[config.mk]
export PLATFORM = sky130hd
export DESIGN_NAME = booth_mult_seq
export DESIGN_NICKNAME = d
export VERILOG_FILES = /design/src/rtl/booth_mult_seq_pkg.sv /design/src/rtl/booth_mult_seq_digit_enc.sv /design/src/rtl/booth_mult_seq.sv
export SDC_FILE = /design/constraint.sdc
export NUM_CORES = 1
export LEC_CHECK = 0
export ABC_AREA = 0
export CAP_MARGIN = 10
export CORE_ASPECT_RATIO = 0.5
export CORE_MARGIN = 2
export CORE_UTILIZATION = 58
export DETAILED_ROUTE_END_ITERATION = 7
export PLACE_DENSITY_LB_ADDON = 0.08
export SETUP_SLACK_MARGIN = 0.4
export SLEW_MARGIN = 20
export SYNTH_ARGS = -nofsm -noshare
export SYNTH_HDL_FRONTEND = slang
export SYNTH_SLANG_ARGS = --single-unit
[constraint.sdc]
create_clock -name clk -period 5.3 [get_ports clk]
set_clock_uncertainty 0.15 [all_clocks]
set_input_delay 1.06 -clock clk [delete_from_list [all_inputs] [get_ports clk]]
set_output_delay 1.06 -clock clk [all_outputs]
set_load 0.02 [all_outputs]
[src/rtl/booth_mult_seq_pkg.sv]
// Shared definitions for the iterative radix-4 Booth multiplier.
// BOOTH_UNSIGNED_EN widens the digit count so zero-extended operands fit.
package booth_mult_seq_pkg;

  typedef enum logic [1:0] {
    S_IDLE = 2'd0,
    S_BUSY = 2'd1,
    S_DONE = 2'd2
  } state_e;

  // Booth triple {b[2k+1], b[2k], b[2k-1]} and its neg/one/two control word
  localparam int unsigned DigTripleW = 3;
  localparam int unsigned DigCtlW    = 3;

  function automatic int unsigned booth_ndig(input int unsigned w);
`ifdef BOOTH_UNSIGNED_EN
    return w / 2 + 1;
`else
    return (w + 1) / 2;
`endif
  endfunction

endpackage

[src/rtl/booth_mult_seq_digit_enc.sv]
// Radix-4 Booth digit encoder: one triple of the multiplier in, neg/one/two controls out.
// Codes 000 and 111 give a zero digit (no one, no two, no neg).
module booth_digit_enc
  import booth_mult_seq_pkg::*;
(
  input  logic [DigTripleW-1:0] triple,
  output logic                  neg,
  output logic                  one,
  output logic                  two
);

  logic b2, b1, b0;

  assign {b2, b1, b0} = triple;

  assign neg = b2 & ~(b1 & b0);
  assign two = (~b2 & b1 & b0) | (b2 & ~b1 & ~b0);
  assign one = b1 ^ b0;

endmodule

[src/rtl/booth_mult_seq.sv]
// Iterative radix-4 Booth multiplier, one digit per clock, valid/ready on both sides.
// Optional BOOTH_UNSIGNED_EN adds is_signed to select unsigned operands.
module booth_mult_seq
  import booth_mult_seq_pkg::*;
#(
  parameter int unsigned W = 16
) (
  input  logic           clk,
  input  logic           rst_n,
  input  logic           in_valid,
  output logic           in_ready,
  input  logic [W-1:0]   a,
  input  logic [W-1:0]   b,
`ifdef BOOTH_UNSIGNED_EN
  input  logic           is_signed,
`endif
  output logic           out_valid,
  input  logic           out_ready,
  output logic [2*W-1:0] p,
  output logic           busy
);

  localparam int unsigned NDIG = booth_ndig(W);
  localparam int unsigned BW   = 2 * NDIG;
  localparam int unsigned PW   = 2 * W;
  localparam int unsigned KW   = $clog2(NDIG);

  state_e state_q, state_d;

  logic [PW-1:0] a_q, acc_q, acc_d, p_q;
  logic [BW:0]   b_q;
  logic [KW-1:0] k_q;

  logic          sgn, accept, last_dig;
  logic [PW-1:0] a_ext, sel, mag;
  logic [BW:0]   b_ext;
  logic          dig_neg, dig_one, dig_two;

`ifdef BOOTH_UNSIGNED_EN
  assign sgn = is_signed;
`else
  assign sgn = 1'b1;
`endif

  // Extend by the (gated) sign bit, then resize to the digit-aligned width
  assign a_ext = PW'(signed'({sgn & a[W-1], a}));
  assign b_ext = {BW'(signed'({sgn & b[W-1], b})), 1'b0};

  assign accept   = in_valid && (state_q == S_IDLE);
  assign last_dig = (k_q == KW'(NDIG - 1));

  booth_digit_enc u_enc (
    .triple (b_q[2:0]),
    .neg    (dig_neg),
    .one    (dig_one),
    .two    (dig_two)
  );

  // a_q already carries the 2k shift; negation is one's complement plus carry-in
  always_comb begin
    sel   = dig_two ? {a_q[PW-2:0], 1'b0} : a_q;
    mag   = (dig_one | dig_two) ? sel : '0;
    acc_d = acc_q + (mag ^ {PW{dig_neg}}) + PW'(dig_neg);
  end

  always_ff @(posedge clk or negedge rst_n) begin
    if (!rst_n) begin
      state_q <= S_IDLE;
    end else begin
      state_q <= state_d;
    end
  end

  always_comb begin
    state_d = state_q;
    case (state_q)
      S_IDLE:  if (in_valid) state_d = S_BUSY;
      S_BUSY:  if (last_dig) state_d = S_DONE;
      S_DONE:  if (out_ready) state_d = S_IDLE;
      default: state_d = S_IDLE;
    endcase
  end

  always_comb begin
    in_ready  = (state_q == S_IDLE);
    busy      = (state_q == S_BUSY);
    out_valid = (state_q == S_DONE);
  end

  always_ff @(posedge clk or negedge rst_n) begin
    if (!rst_n) begin
      a_q   <= '0;
      b_q   <= '0;
      acc_q <= '0;
      k_q   <= '0;
      p_q   <= '0;
    end else if (accept) begin
      a_q   <= a_ext;
      b_q   <= b_ext;
      acc_q <= '0;
      k_q   <= '0;
    end else if (state_q == S_BUSY) begin
      a_q   <= a_q << 2;
      b_q   <= b_q >> 2;
      acc_q <= acc_d;
      if (last_dig) begin
        p_q <= acc_d;
      end else begin
        k_q <= k_q + 1'b1;
      end
    end
  end

  assign p = p_q;

endmodule
==> key figures <==
STA
  • Unrepaired setup endpoints after global routing: false
  • Final Critical Period: 4.46 ns
  • Fin crit share: a little over four fifths
  • FMAX: 224 MHz
  • Fin. max-slew vios: 0
  • Final setup viols: 0
  • Relative max-transition margin: 32.8%
  • Total negative slack: 0 ns
  • Final hold vios: 0
  • Worst slew pin tran: 1.01 ns

Logic synthesis
  • Synth cell types: 57
  • Post-synth top area share: 41.4%
  • Area leader, netlist: dfrtp_1
  • Yosys warnings: 0
  • Dominant synthesized flop cell: dfrtp_1
  • Synth Cell Area: between 0.007 and 0.008 sq mm
  • Top cells by area, synth: dfrtp_1 (41%), ha_1 (6.3%), xnor2_1 (5.5%), o21ai_0 (5.5%), a21oi_1 (5.3%)
  • FFs w/ async S/R, synth: 100%
  • Post-synth EDFFs: 0
  • Syn nets: approximately 850
  • Post-synthesis sequential area ratio: 41.4%
  • Synth top cells by count: dfrtp_1 (118), nand2_1 (94), o21ai_0 (78)
  • Syn Area/Cell: 9.14 sq um
  • Synth Register Bits: between 100 and 150
  • Syn Inst Count: 781
  • Count leader, synth: dfrtp_1

Finish
  • Area of the multi-input gates: 0.00397 sq mm
  • # diodes: 0
  • Share of layout cells above drive strength 1: 7.97%
  • Area Overhead vs Synth: 20.5%
  • # fillers: 907
  • Seq. cell area: ~0.0030 sq mm
  • NumNets Final: 901

Floorplanning
  • Die span in x: 161 microns
  • Die Y: 82.4 microns
  • # IOs: 71
  • DIE AREA: 0.0133 sq mm
  • Core Rows: 28
  • Starting Density: between 50% and 60%
  • Core area: 0.0119 sq mm

Clocking
  • Clk sinks: approximately 120
  • CTS resizes: 0
  • Clock-pin slew on the worst setup and hold paths: roughly 0.06 ns
  • Worst-Skew Late Latency: 0.42 ns
  • Num CTS Buffers: 17
  • CTS Root Cell: clkbuf_16
  • Level count of the clock H-tree: 4
  • Post-cts hold buffer count: 0
  • CTS tree: built
  • Post-CTS Setup Inserts: 0
  • Clock buffer depth: 2

Drt
  • Detailed Route Iter0 Violations: 549
  • Pre-Repair DR Iteration Count: 5
  • Via density: roughly 6.2
  • Via count: 6279
  • Final wirelength: 18100 microns
  • Drc violations: 0
  • Post-DR wirelength/cell: between 15 and 20 microns
  • Routed Antenna Nets: 0

Global routing
  • Met3 usage in global routing: 6.04%
  • GR Util met1: 42.6%
  • First-pass GRT wire length: 29700 microns
  • Number of global-route vias before repair: 5769
  • Initial antenna violation count: 0
  • Gr ovfl total: 0
  • Met2 global-route usage: a little over two fifths
  • Largest net degree at the start of global routing: 71
  • Busiest layer in global routing: met2
  • Overall routing resource usage: between 20 and 30%

Critical path
  • Reg2reg start: b_q[1]$_DFFE_PN0P_
  • Critical path type: flip-flop to flip-flop
  • CP startpoint: b_q[1]$_DFFE_PN0P_
  • Largest stage delay on the critical path: 0.46 ns
  • WP buf/inv: 2
  • Worst Path Required: 5.46 ns
  • CP max FO: 31
  • Worst setup SP type: flip-flop
  • CP Depth: 16
  • Crit-path leading delay family: compound AO/OA/AOI/OAI gates
  • Most frequent CP cell: a21oi_1
  • Slowest cell on the critical path: dfrtp_1
  • Arr. time, crit path: roughly 4.6 ns
  • Crit path cell chain: nor3b_2 > nor2_1 > buf_4 > and3_1 > a21oi_1 > xnor2_1 > inv_1 > fa_1 > nand2b_1 > a21oi_1 > o2111ai_2 > a21boi_0 > o21ai_0 > a2111oi_2 > nor3_1 > o31ai_1
  • R2R depth: 16
  • Crit path capture type: flip-flop

Run status
  • Outcome: complete, no violations

Placement
  • Dpl hpwl: around 12000 microns
  • Port Buffers: 70
  • Gpl congestion: between 0.8 and 0.9

Min path
  • Worst min-delay path startpoint: p[23]$_DFFE_PN0P_
  • Worst hold path depth: 2
  • Worst hold path class: flip-flop to flip-flop

Run
  • # Max-Cap Violations: 0
[kinds of logic (layout without fill, tap and decap cells)]
logic type               Yosys count  after routing  synth area share, %
adder cells (fa/ha/maj)           37             37                 6.59
AND/OR/NAND/NOR                  222            222                 15.4
AO/OA/AOI/OAI                    283            283                 26.2
multiplexers                       5              5                0.789
buffers and inverters             65            125                 3.44
XOR/XNOR                          51             51                 6.26
flip-flops                       118            118                 41.4
[metrics by stage]
step                cell area, sq um  setup slack [ns]  hold slack, ns  util [%]  cells
floorplan                       7140              1.41           0.305         -    781
global placement                7940             0.873           0.311      66.6    974
detailed placement              7940             0.721           0.318      66.6    974
CTS                             8590             0.617           0.331      72.1   1006
global route                    8600             0.405           0.361      72.2   1006
finish                          8600             0.838           0.324      72.2   1006
[routing by layer]
layer  wire length, microns  part of all wire (%)
met1                   8850                    49
met2                   7640                    42
met3                   1380                   7.6
met4                    221                   1.2
met5                      0                     0
[final timing paths]
path | endpoint | slack, ns
max | p[20]$_DFFE_PN0P_ | 0.84
min | p[23]$_DFFE_PN0P_ | 0.32
max reg2reg | p[20]$_DFFE_PN0P_ | 0.84
min reg2reg | p[23]$_DFFE_PN0P_ | 0.32
max in group asynchronous | acc_q[20]$_DFFE_PN0P_ | 3.20
min in group asynchronous | p[15]$_DFFE_PN0P_ | 0.62
[sequential cells by signal, summed over array words and instances, names as in the netlist]
| name | flops |
|---|---|
| p | 32 |
| a_q | 32 |
| state_q | 2 |
| b_q | 17 |
| k_q | 3 |
| acc_q | 32 |
[worst reg2reg max path: stages, from the launching register on]
cell	delay, ns
dfrtp_1	0.46
nor3b_2	0.32
nor2_1	0.09
buf_4	0.22
and3_1	0.21
a21oi_1	0.14
xnor2_1	0.16
inv_1	0.09
fa_1	0.43
nand2b_1	0.19
a21oi_1	0.33
o2111ai_2	0.28
a21boi_0	0.28
o21ai_0	0.18
a2111oi_2	0.46
nor3_1	0.12
o31ai_1	0.24
[cell usage in the layout, fill, tap and decap left out, types with 4 or more instances in the layout]
master             n
and2_1             5
mux2_2             5
nor3_1            11
nor2_1            25
a21oi_1           75
o21bai_1           5
a221o_1           17
nand2b_1           6
bufinv_16          5
nand3_1            8
clkdlybuf4s50_1   69
and3_1            31
a211oi_1           4
a21boi_0           6
o31ai_1           12
a22oi_1           27
dfrtp_1          118
xnor2_1           45
xor2_1             6
nor2b_1           18
ha_1              35
a21o_1            10
a22o_1            12
or3_1              6
buf_4             11
nand2_1           94
o21a_1             7
o21ai_0           78
nand4_1            5
nand4b_1           4
clkbuf_16         17
inv_1             13
[final cells by class]
| type | instances | share of cell area, % |
|---|---|---|
| clock inverters | 12 | 2.34 |
| well taps | 165 | 2.40 |
| repair buffers | 80 | 8.99 |
| flip-flops and latches | 118 | 34.3 |
| inverters | 13 | 0.567 |
| clock buffers | 20 | 5.19 |
| multi-input cells | 598 | 46.2 |
Power is not shown: default switching activity piles up to over one toggle a cycle in this logic, so the estimate is an artifact.
